--- config.mk ---
export PLATFORM = sky130hd
export DESIGN_NAME = wb_arbiter
export DESIGN_NICKNAME = d
export VERILOG_FILES = /design/src/rtl/riscv_pkg.sv /design/src/rtl/wb_fifo.sv /design/src/rtl/wb_arbiter.sv
export SDC_FILE = /design/constraint.sdc
export NUM_CORES = 1
export LEC_CHECK = 0
export ABC_CLOCK_PERIOD_IN_PS = 3400
export CORE_MARGIN = 2
export CORE_UTILIZATION = 55
export CTS_BUF_LIST = sky130_fd_sc_hd__clkbuf_2
export DETAILED_ROUTE_END_ITERATION = 8
export PLACE_DENSITY = 0.82
export SLEW_MARGIN = 10
export SYNTH_ARGS = -nofsm -noshare
export SYNTH_HDL_FRONTEND = slang
export SYNTH_HIERARCHICAL = 1
export SYNTH_SLANG_ARGS = --single-unit
export TNS_END_PERCENT = 1
--- constraint.sdc ---
create_clock -name clk -period 3.4 [get_ports clk]
set_input_delay 0.68 -clock clk [delete_from_list [all_inputs] [get_ports clk]]
set_output_delay 0.68 -clock clk [all_outputs]
set_load 0.01 [all_outputs]
--- src/rtl/riscv_pkg.sv ---
// riscv_pkg
//   Shared core-wide definitions. The writeback arbiter pulls in the data
//   width, the writeback source indices and the queued result type from here.
//   No ports; package only.
package riscv_pkg;

    localparam int XLEN = 32;

    // Writeback source indices (arbiter input slots).
    localparam int WB_SRC_ALU    = 0;
    localparam int WB_SRC_LSU    = 1;
    localparam int WB_SRC_MULDIV = 2;

    // One queued writeback result.
    typedef struct packed {
        logic [4:0]      rd;
        logic [XLEN-1:0] data;
    } wb_req_t;

endpackage

--- src/rtl/wb_fifo.sv ---
// wb_fifo
//   Small synchronous FIFO of wb_req_t results. It uses wrap-around read and
//   write pointers plus an occupancy count. DEPTH must be a power of two
//   (>= 2), so the pointers wrap by natural overflow.
//
// Ports
//   clk, reset_n : clock, asynchronous active-low reset (empties the queue)
//   push, wdata  : enqueue wdata when push && !full
//   pop          : dequeue the head when pop && !empty
//   rdata        : current head entry (only meaningful when !empty)
//   full, empty  : occupancy flags, derived from registered state only
module wb_fifo
    import riscv_pkg::*;
#(
    parameter int DEPTH = 2
) (
    input  logic    clk,
    input  logic    reset_n,
    input  logic    push,
    input  wb_req_t wdata,
    input  logic    pop,
    output wb_req_t rdata,
    output logic    full,
    output logic    empty
);

    localparam int AW = $clog2(DEPTH);

    logic [AW-1:0] wr_ptr_q, wr_ptr_d;
    logic [AW-1:0] rd_ptr_q, rd_ptr_d;
    logic [AW:0]   count_q, count_d;
    wb_req_t       mem_q [DEPTH];

    logic do_push;
    logic do_pop;

    assign full    = (count_q == (AW+1)'(DEPTH));
    assign empty   = (count_q == '0);
    assign do_push = push && !full;
    assign do_pop  = pop && !empty;
    assign rdata   = mem_q[rd_ptr_q];

    always_comb begin
        wr_ptr_d = wr_ptr_q;
        rd_ptr_d = rd_ptr_q;
        count_d  = count_q;
        if (do_push) begin
            wr_ptr_d = wr_ptr_q + AW'(1);
        end
        if (do_pop) begin
            rd_ptr_d = rd_ptr_q + AW'(1);
        end
        case ({do_push, do_pop})
            2'b10:   count_d = count_q + (AW+1)'(1);
            2'b01:   count_d = count_q - (AW+1)'(1);
            default: count_d = count_q;
        endcase
    end

    always_ff @(posedge clk or negedge reset_n) begin
        if (!reset_n) begin
            wr_ptr_q <= '0;
            rd_ptr_q <= '0;
            count_q  <= '0;
        end else begin
            wr_ptr_q <= wr_ptr_d;
            rd_ptr_q <= rd_ptr_d;
            count_q  <= count_d;
        end
    end

    // Storage needs no reset: reset empties the queue, so stale contents are
    // never read.
    always_ff @(posedge clk) begin
        if (do_push) begin
            mem_q[wr_ptr_q] <= wdata;
        end
    end

endmodule

--- src/rtl/wb_arbiter.sv ---
// wb_arbiter
//   Shares the regfile's single write port among NUM_SRC result producers
//   (0 = ALU, 1 = LSU, 2 = MULDIV). Each producer pushes (rd, data) through a
//   valid/ready handshake into its own wb_fifo. A round-robin arbiter pops one
//   head per cycle into a registered write port. Results addressed to x0
//   complete the handshake and are dropped.
//
//   Optional feature macro: WB_SCOREBOARD_EN. When it is defined, busy_mask
//   tracks destination registers that have an issued but not yet granted
//   write. When it is undefined, issue_* are ignored and busy_mask is 0.
//
// Ports
//   clk, reset_n          : clock, asynchronous active-low reset
//   src_valid/src_ready   : per-source handshake (ready = queue not full)
//   src_rd, src_data      : per-source result
//   rf_wr_en/rf_rd/rf_write_data : registered regfile write port
//   idle                  : all queues empty and no write this cycle
//   issue_valid, issue_rd : issuing instruction's destination (scoreboard)
//   busy_mask             : pending-write bit per architectural register
module wb_arbiter
    import riscv_pkg::*;
#(
    parameter int NUM_SRC    = 3,
    parameter int FIFO_DEPTH = 2
) (
    input  logic                          clk,
    input  logic                          reset_n,
    input  logic [NUM_SRC-1:0]            src_valid,
    output logic [NUM_SRC-1:0]            src_ready,
    input  logic [NUM_SRC-1:0][4:0]       src_rd,
    input  logic [NUM_SRC-1:0][XLEN-1:0]  src_data,
    output logic                          rf_wr_en,
    output logic [4:0]                    rf_rd,
    output logic [XLEN-1:0]               rf_write_data,
    output logic                          idle,
    input  logic                          issue_valid,
    input  logic [4:0]                    issue_rd,
    output logic [31:0]                   busy_mask
);

    localparam int PW = (NUM_SRC > 1) ? $clog2(NUM_SRC) : 1;

    logic [NUM_SRC-1:0] fifo_full;
    logic [NUM_SRC-1:0] fifo_empty;
    logic [NUM_SRC-1:0] push;
    logic [NUM_SRC-1:0] pop;
    wb_req_t            head [NUM_SRC];

    logic               grant;
    logic [PW-1:0]      win_idx;
    logic [PW:0]        cand;
    wb_req_t            win_req;

    logic [PW-1:0]      rr_ptr_q, rr_ptr_d;
    logic               rf_wr_en_q;
    logic [4:0]         rf_rd_q;
    logic [XLEN-1:0]    rf_data_q;

    // ------------------------------------------------------------------
    // Per-source queues
    // ------------------------------------------------------------------
    for (genvar g = 0; g < NUM_SRC; g++) begin : g_src
        wb_req_t wdata;

        assign wdata.rd   = src_rd[g];
        assign wdata.data = src_data[g];

        // x0 results still see ready, but are never enqueued.
        assign push[g] = src_valid[g] && !fifo_full[g] && (src_rd[g] != 5'd0);
        assign pop[g]  = grant && (win_idx == PW'(g));

        wb_fifo #(
            .DEPTH (FIFO_DEPTH)
        ) u_fifo (
            .clk     (clk),
            .reset_n (reset_n),
            .push    (push[g]),
            .wdata   (wdata),
            .pop     (pop[g]),
            .rdata   (head[g]),
            .full    (fifo_full[g]),
            .empty   (fifo_empty[g])
        );
    end

    assign src_ready = ~fifo_full;

    // ------------------------------------------------------------------
    // Round-robin pick: scan from rr_ptr upward, wrapping modulo NUM_SRC.
    // cand is one bit wider so the wrap compare works for any NUM_SRC.
    // ------------------------------------------------------------------
    always_comb begin
        grant   = 1'b0;
        win_idx = '0;
        cand    = '0;
        for (int k = 0; k < NUM_SRC; k++) begin
            cand = {1'b0, rr_ptr_q} + (PW+1)'(k);
            if (cand >= (PW+1)'(NUM_SRC)) begin
                cand = cand - (PW+1)'(NUM_SRC);
            end
            if (!grant && !fifo_empty[cand[PW-1:0]]) begin
                grant   = 1'b1;
                win_idx = cand[PW-1:0];
            end
        end
    end

    assign win_req = head[win_idx];

    always_comb begin
        rr_ptr_d = rr_ptr_q;
        if (grant) begin
            rr_ptr_d = (win_idx == PW'(NUM_SRC - 1)) ? '0 : win_idx + PW'(1);
        end
    end

    // ------------------------------------------------------------------
    // Registered write port. Address and data hold when nothing is granted.
    // ------------------------------------------------------------------
    always_ff @(posedge clk or negedge reset_n) begin
        if (!reset_n) begin
            rr_ptr_q   <= '0;
            rf_wr_en_q <= 1'b0;
            rf_rd_q    <= '0;
            rf_data_q  <= '0;
        end else begin
            rr_ptr_q   <= rr_ptr_d;
            rf_wr_en_q <= grant;
            if (grant) begin
                rf_rd_q   <= win_req.rd;
                rf_data_q <= win_req.data;
            end
        end
    end

    assign rf_wr_en      = rf_wr_en_q;
    assign rf_rd         = rf_rd_q;
    assign rf_write_data = rf_data_q;
    assign idle          = (&fifo_empty) && !rf_wr_en_q;

    // ------------------------------------------------------------------
    // Pending-write scoreboard
    // ------------------------------------------------------------------
`ifdef WB_SCOREBOARD_EN
    logic [31:0] busy_q, busy_d;

    // The set is applied after the clear: a same-edge issue to the register
    // being written belongs to a newer producer, so it must stay busy.
    always_comb begin
        busy_d = busy_q;
        if (grant) begin
            busy_d[win_req.rd] = 1'b0;
        end
        if (issue_valid && (issue_rd != 5'd0)) begin
            busy_d[issue_rd] = 1'b1;
        end
        busy_d[0] = 1'b0;
    end

    always_ff @(posedge clk or negedge reset_n) begin
        if (!reset_n) begin
            busy_q <= '0;
        end else begin
            busy_q <= busy_d;
        end
    end

    assign busy_mask = busy_q;
`else
    logic unused_issue;

    assign unused_issue = ^{issue_valid, issue_rd};
    assign busy_mask    = '0;
`endif

endmodule

==> flow_summary.yaml <==
outcome:
  status: "complete, no violations"
clocking:
  clk_path_buf_depth: 3
  cts_setup_buffers: 0
  clkSlewWorstSetupHoldPaths_ns: 0.12
  insertion_delay_ns: 0.85
  cts-root-buf: "clkbuf_2"
  cts-htree-levels: 3
  cts_sinks: 274
  cts_buffers: 69
  cts_tree: "done"
power_and_ir_drop:
  clock_power_share_pct: 16.5
  p_int_mw: 8.81
  swShare_pct: 36.1
  total_leakage_power_nw: 5.57
  ir_worst_vdd_mv: 0.460
  p_per_area_mw_per_mm2: 953
  seqPwrFrac_pct: 38.5
  p_sw_mw: 4.97
  power_frac_comb_pct: 45.0
sta:
  max_freq_mhz: 311
  setup_viol: 0
  min_period_ns: 3.21
  tns_ns: 0
  drv_slew: 0
  layout_setup_ws_ns: 0.189
  hold_violations: 0
  fin_worst_skew_ns: 0.0993
  period_share_pct: 94.4
  tightest_slew_ns: 0.993
  slew_headroom_pct: 33.8
  hold_slack_ns: 0.409
  rsz0062_at_grt: "false"
critical_path:
  arrival_ns: 2.53
  crit_required_ns: 2.72
  worstSetupPathType: "reg -> out"
  crit_path_start_kind: "flop"
  path_max_fanout: 7
  end_kind: "output pin"
placed_design:
  gp_congestion: 0.837
  dp_hpwl_um: 16500
  place_ws_ns: 0.312
  numPortBuffers: 157
  place_area_mm2: 0.0138
grt:
  grt_pass1_vias: 6817
  grtUsageTotal_pct: 21.4
  overflow: 0
  antenna_found_initial: 3
  grt_max_degree: 38
  grt_pass1_wl_um: 36500
floorplan:
  die_w_um: 152
  num_io_pins: 196
  start_util_pct: 55.5
  die_h_um: 152
  core_mm2: 0.0216
  rows: 54
  die_area_mm2: 0.0230
detailed_routing:
  drc: 0
  post_drt_via_cell_ratio: 5.22
  ant_nets: 0
  dr.pass1.iters: 5
  wl_per_cell_um: 19.3
  vias: 6629
  routed_wirelength_um: 24500
  drt_iter0_markers: 291
layout:
  drive_above_1_share_pct: 31.6
  fill_cells: 1540
  syn2layout_area_growth_pct: 20.6
  fin_nets: 1060
  final_common_cell: "edfxtp_1"
  layout_common_cells: "edfxtp_1, clkdlybuf4s50_1, clkbuf_2, mux2_4"
  utilization_pct: 66.9
  stdcell_area_mm2: 0.0145
worst_hold_path:
  hp-class: "in -> reg"
synth:
  synth_seq_cells: 274
  ys_warn_count: 6
  ys_types: 51
  synth_area_mm2: 0.0120
  synth_ff_type: "edfxtp_1"
  synth-async-reset-ratio_pct: 19.0
  yosysSeqAreaShare_pct: 66.4
  synth_area_per_cell_um2: 16.9
  syn-instance-count: 711
  synth_edf_count: 222
job:
  cap_violations: 0
-- per-layer routing --
metal  routed length [um]  track usage [%]  vias to the layer above
met5                    0                0                        -
met4                  556             9.07                        0
met3                 1270             4.28                       39
met2                12500             36.0                      220
met1                10200             27.3                     3283
li1                     -                -                     3087
-- critical path: stages, from the launching register on --
cell	delay, ns
dfrtp_1	0.44
nor2_2	0.28
inv_1	0.13
nor4_2	0.29
clkdlybuf4s50_1	0.60
-- cell usage after synthesis (2+ instances only) --
cell / instances / area (um2)
o21ai_0: 4 / 20.0
buf_12: 4 / 80.1
inv_1: 51 / 191
a21oi_1: 5 / 25.0
nand2_1: 41 / 154
nor2_1: 14 / 52.6
nor2b_1: 8 / 50.1
o311a_1: 3 / 30.0
mux2_4: 60 / 901
mux2_2: 51 / 574
or3_1: 3 / 18.8
and3_1: 3 / 18.8
nor2b_2: 3 / 26.3
edfxtp_1: 222 / 6670
buf_4: 34 / 255
dfrtp_1: 52 / 1300
mux2i_1: 40 / 400
xnor2_1: 9 / 78.8
ha_1: 7 / 87.6
buf_6: 13 / 146
o221ai_2: 37 / 556
nand2b_1: 4 / 25.0
buf_2: 5 / 25.0
a311oi_1: 2 / 17.5
clkbuf_1: 5 / 18.8
xor2_1: 6 / 52.6
-- what timing repair did --
| item | CTS | global route |
|---|---|---|
| hold buffers | 1 | 0 |
| endpoints found under the setup margin | 1 | 1 |
| hold endpoints to repair | 26 | 0 |
| resized for setup | 4 | 1 |
-- sequential cells by signal, summed over array words and instances, names as in the netlist --
signal and cells:
rf_write_data 32, g_src.u_fifo/mem_q 222, rr_ptr_q 2, rf_wr_en 1, g_src.u_fifo/count_q 6, g_src.u_fifo/rd_ptr_q 3, rf_rd 5, g_src.u_fifo/wr_ptr_q 3
-- power by group through the flow --
stage	registers [mW]	clock network (mW)	logic, mW
final	5.31	2.27	6.20
after global routing	5.41	2.52	6.69
after CTS	5.31	2.36	6.27
after detailed placement	5.38	0	6.25
after global placement	5.32	0	6.10
after floorplan	5.18	0	4.74
-- final timing paths --
kind | slack [ns] | start | cells after the start | end
worst min register to register | 0.50 | rf_write_data[10] | 2 | rf_write_data[10]
worst max-delay path | 0.19 | g_src[2].u_fifo/count_q[0] | 4 | idle
worst min-delay path | 0.41 | src_data[72] | 1 | g_src[2].u_fifo/mem_q[0][8]
min in group asynchronous | 0.46 | reset_n | 2 | rf_write_data[4]
worst max register to register | 0.28 | rr_ptr_q[1] | 11 | g_src[0].u_fifo/count_q[1]
max in group asynchronous | 2.12 | reset_n | 3 | rf_rd[4]
-- logic make-up after synthesis --
family | share of synthesized area [%]
AOI/OAI and AO/OA | 6.12
xor gates and xnor gates | 1.10
adders and majority gates | 0.730
buffers and inverters | 6.19
DFF | 66.4
muxes | 15.9
other | 0.0313
and+or+nand+nor | 3.44
-- through the flow --
step / instances / power [mW]
6_report: 1269 / 13.8
5_1_grt: 1268 / 14.6
4_1_cts: 1265 / 13.9
3_5_place_dp: 1139 / 11.6
3_3_place_gp: 1139 / 11.4
2_1_floorplan: 742 / 9.92
-- final cells by class --
cell class                      instances  area (um2)  area share [%]
Inverter                               51         191            1.32
Multi-Input combinational cell        353        3460            23.9
Timing Repair Buffer                  182        1820            12.6
Antenna cell                            4        10.0          0.0692
Tap cell                              280         350            2.42
Clock buffer                          106         531            3.67
Sequential cell                       274        7970            55.1
Clock inverter                         19         136           0.943
Note: power is estimated with default switching activity, not from simulation.
